--- src/rtl/vn_injection_scheduler.sv ---
// Shares one injection link among NUM_VN*NUM_VC channels: credit-aware rotating
// round-robin pick, then the link stays locked to the winner until its tail flit is sent.
module vn_injection_scheduler #(
  parameter int unsigned NUM_VC      = 1,
  parameter int unsigned NUM_VN      = 3,
  parameter int unsigned MAX_CREDITS = 4,
  localparam int unsigned N          = NUM_VC * NUM_VN,
  localparam int unsigned BITS_N     = (N > 1) ? $clog2(N) : 1,
  localparam int unsigned BITS_CR    = $clog2(MAX_CREDITS + 1)
) (
  input  logic              clk,
  input  logic              rst_n,
  input  logic [N-1:0]      req_in,
  input  logic [N-1:0]      tail_in,
  input  logic [N-1:0]      credit_in,
  input  logic              out_ready,
  output logic [N-1:0]      grant_vector,
  output logic [BITS_N-1:0] grant_id,
  output logic              flit_valid,
  output logic              busy,
  output logic              credit_ovf
);

  typedef enum logic {IDLE, LOCKED} state_t;

  state_t               state;
  state_t               next_state;
  logic [BITS_N-1:0]    owner;
  logic [BITS_N-1:0]    token;
  logic [BITS_N-1:0]    next_token;
  logic [BITS_CR-1:0]   credits      [N];
  logic [BITS_CR-1:0]   credits_next [N];
  logic [N-1:0]         elig;
  logic [N-1:0]         dec_vec;
  logic [N-1:0]         ovf_hit;
  logic                 send;
  logic                 grant_now;
  logic                 release_now;
  logic                 pick_found;
  logic [BITS_N-1:0]    pick_idx;
  int unsigned          cand;

  // Eligibility: a flit is waiting and the downstream buffer has room.
  always_comb begin
    elig = '0;
    for (int unsigned i = 0; i < N; i++) begin
      elig[i] = req_in[i] & (credits[i] != '0);
    end
  end

  // Rotating-priority scan starting at token.
  always_comb begin
    pick_found = 1'b0;
    pick_idx   = '0;
    cand       = 0;
    for (int unsigned k = 0; k < N; k++) begin
      cand = (32'(token) + k) % N;
      if (!pick_found && elig[BITS_N'(cand)]) begin
        pick_found = 1'b1;
        pick_idx   = BITS_N'(cand);
      end
    end
  end

  assign flit_valid  = (state == LOCKED) & req_in[owner] & (credits[owner] != '0);
  assign send        = flit_valid & out_ready;
  assign grant_now   = (state == IDLE) & pick_found;
  assign release_now = (state == LOCKED) & send & tail_in[owner];
  assign next_token  = (owner == BITS_N'(N - 1)) ? '0 : owner + BITS_N'(1);

  always_comb begin
    next_state = state;
    case (state)
      IDLE:    if (pick_found) next_state = LOCKED;
      LOCKED:  if (release_now) next_state = IDLE;
      default: next_state = IDLE;
    endcase
  end

  // Credit counters; a return into a full counter is dropped and flagged.
  always_comb begin
    credits_next = credits;
    dec_vec      = '0;
    ovf_hit      = '0;
    for (int unsigned i = 0; i < N; i++) begin
      dec_vec[i] = send & (owner == BITS_N'(i));
      if (dec_vec[i] && !credit_in[i]) begin
        credits_next[i] = credits[i] - BITS_CR'(1);
      end else if (credit_in[i] && !dec_vec[i]) begin
        if (credits[i] == BITS_CR'(MAX_CREDITS)) ovf_hit[i] = 1'b1;
        else                                      credits_next[i] = credits[i] + BITS_CR'(1);
      end
    end
  end

  always_ff @(posedge clk or negedge rst_n) begin
    if (!rst_n) begin
      state        <= IDLE;
      owner        <= '0;
      token        <= '0;
      grant_vector <= '0;
      grant_id     <= '0;
      busy         <= 1'b0;
      credit_ovf   <= 1'b0;
      for (int unsigned i = 0; i < N; i++) credits[i] <= BITS_CR'(MAX_CREDITS);
    end else begin
      state   <= next_state;
      credits <= credits_next;
      if (|ovf_hit) credit_ovf <= 1'b1;
      if (grant_now) begin
        owner        <= pick_idx;
        grant_id     <= pick_idx;
        grant_vector <= N'(1) << pick_idx;
        busy         <= 1'b1;
      end else if (release_now) begin
        token        <= next_token;
        grant_id     <= '0;
        grant_vector <= '0;
        busy         <= 1'b0;
      end
    end
  end

endmodule

--- config.mk ---
export PLATFORM = sky130hd
export DESIGN_NAME = vn_injection_scheduler
export DESIGN_NICKNAME = d
export VERILOG_FILES = /design/src/rtl/vn_injection_scheduler.sv
export SDC_FILE = /design/constraint.sdc
export NUM_CORES = 1
export LEC_CHECK = 0
export CORE_MARGIN = 2
export CORE_UTILIZATION = 45
export DETAILED_ROUTE_END_ITERATION = 8
export GPL_ROUTABILITY_DRIVEN = 0
export PLACE_DENSITY = 0.67
export SYNTH_ARGS = -nofsm -noshare
export SYNTH_HDL_FRONTEND = slang
export SYNTH_SLANG_ARGS = --single-unit
--- constraint.sdc ---
create_clock -name clk -period 3.61 [get_ports clk]
set_clock_uncertainty 0.05 [all_clocks]
set_input_delay 0.722 -clock clk [delete_from_list [all_inputs] [get_ports clk]]
set_output_delay 0.722 -clock clk [all_outputs]
set_load 0.03 [all_outputs]
==> qor.txt <==
Status -> completed
Initial antenna violation count -> 0
Clk pwr share -> 8.0%
Part of the power in registers -> 33.4%
DRC errors left -> 0
Met1 GRT Util -> 24.1%
Final Setup Violations -> 0
Io pins -> 20
First-pass GRT wire length -> 5620 um
Worst hold path class -> reg2reg
Req. time, crit path -> 2.84 ns
Setup WS post-layout -> 0.249 ns
Largest net degree at the start of global routing -> 22
Drt via density -> 5.70
Hold Crit Depth -> 1
Layout Utilization -> 56.1%
Post-synth top flop -> dfrtp_1
All-layer global routing usage -> 20.5%
Critical path class -> in2out
Synth cell count leaders -> inv_1, dfrtp_1, a21oi_1, o21ai_0, nor2_1
Post_cts resized -> 0
R2R depth -> 12
Synthesized area per cell -> 9.53 sq um
Comb power frac -> 58.6%
Final hold vios -> 0
Syn. warnings -> 0
Number of DRC markers in iteration 0 -> 78
CP startpoint -> req_in[0]
Synthesis-to-layout area growth -> 16.5%
Post-Route WL -> 3320 um
Final min period -> 3.36 ns
Sink Count -> 21
Mapped Area -> 1510 sq um
CTS H-tree lvls -> 1
Synth top area share -> 29.9%
Root buffer cell -> clkbuf_4
PD cells -> 879 nW/um^2
Die Y-Extent -> 61.8 um
Critical path endpoint -> flit_valid
WHS -> 0.462 ns
Initial Util -> 48.1%
Total power -> 1540 uW
CP max FO -> 6
Leak pwr -> 0.000708 uW
Clock Path Buffers -> 2
Count leader, synth -> inv_1
Die Span X -> 61.8 um
Vias in the first global route -> 1,241
Core Region -> 3130 sq um
RR Startpoint -> owner[0]
Final setup TNS -> 0 ns
1st-pass router iterations -> 4
Yosys cell types -> 42
Final Max Tran Viols -> 0
Max Cap Viol -> 0
Max Freq -> 0.297 GHz
CTS tree -> built
Number of synthesized register bits -> 21
NetSw -> 751 uW
Ranking of synthesized cells by area -> dfrtp_1, ha_1, inv_1
Worst slew margin -> 37.2%
RSZ-0062 raised after global routing -> false
Clock transition at path regs -> 0.13 ns
TritonCTS buffer count -> 3
Sw Share -> 48.7%
Std-Cell Rows -> 20
Routed wire length per instance -> 15.0 um
Synth Net Count -> 181
# hold bufs at CTS -> 0
Post-route ant nets -> 0
Gr busiest metal -> met2
Worst-case vdd ir drop -> 0.355 mV
Setup bufs post-CTS -> 0
Grt ovf -> 0
Skew-Pair Late Insertion Delay -> 0.32 ns
Port Buf Inserts -> 19
Pre-CTS setup slack -> 0.0511 ns
Measured slew at the worst slew-check pin -> 0.939 ns
Critical path arrival -> 2.59 ns
GR Layer Usage met3 -> 3.73%
EDFF count, synth -> 0
Internal power -> 791 uW
Post-layout nets -> 201
ANT cells -> 0
Vias -> 1,259
DIE AREA -> 3820 sq um
Reg2Reg Setup Slack -> 0.69 ns
Synth async-reset ratio -> 100%
Cell count after synthesis -> 158
R2r endpoint -> credits[5]
Crit path launch type -> input port
Met2 global-route usage -> 35.5%
Critical path capture point type -> output pin
Share of cells above drive strength 1 -> 9.60%
Placed wire-length estimate -> 2590 um
Synth area leader -> dfrtp_1
Sequential-to-total area share from yosys stat -> 35.2%
Final worst-path cycle share -> 93.1%
[cell type report]
type | count | area (sq um)
clock buffer | 3 | 22.5
clock inverter | 1 | 5.00
fill | 272 | 1370
inverter | 24 | 90.1
multi-input combinational | 109 | 862
sequential | 21 | 529
tap | 44 | 55.1
timing repair buffer | 19 | 190
[layout by cell type (no fill, tap or decap), drive strengths merged, types with 5 or more instances in the layout]
| cell | count |
|---|---|
| nand2 | 5 |
| dfrtp | 18 |
| inv | 24 |
| nor3 | 5 |
| o31a | 5 |
| clkdlybuf4s50 | 19 |
| o21ai | 17 |
| o31ai | 7 |
| nor2 | 10 |
| a21oi | 11 |
| ha | 8 |
[power by group through the flow]
stage	sequential [uW]	combinational, uW	clock (uW)
detailed placement	519	901	0
finish	515	903	123
global route	536	998	136
global placement	509	866	0
floorplan	518	664	0
CTS	514	905	125
[stage by stage]
stage                     cell area, sq um  std cells
final                                 1750        221
after global routing                  1750        221
after CTS                             1750        221
after detailed placement              1730        217
after global placement                1730        217
after floorplan                       1510        158
[worst min path at each step]
stage          slack (ns)       start    endpoint
6_report             0.46        busy        busy
5_1_grt              0.48        busy        busy
4_1_cts              0.47  credit_ovf  credit_ovf
3_5_place_dp         0.44  credit_ovf  credit_ovf
3_3_place_gp         0.41        busy        busy
2_1_floorplan        0.38       rst_n        busy
[state kept, by name, summed over array words and instances (netlist names)]
name,flops
credit_ovf,1
grant_vector,3
owner,2
credits,9
state,1
busy,1
token,2
grant_id,2
[cells by family after synthesis]
family | synth area share, %
adder cells (fa/ha/maj) | 11.3
AO/OA/AOI/OAI | 29.1
flip-flops | 35.2
multiplexers | 2.00
buffers and inverters | 7.56
AND/OR/NAND/NOR | 13.1
XOR/XNOR | 1.75
[layer usage]
metal / wire length [um] / vias to the layer above
met5: 0 / -
met2: 1680 / 26
li1: - / 615
met3: 114 / 4
met1: 1450 / 614
met4: 73 / 0
[critical path, cell delays in order]
cell	delay, ns
clkdlybuf4s50_1	0.54
mux2i_1	0.10
o2bb2ai_1	0.24
o311ai_4	0.17
inv_2	0.12
clkdlybuf4s50_1	0.70
Power figures use the tool's default switching activity.
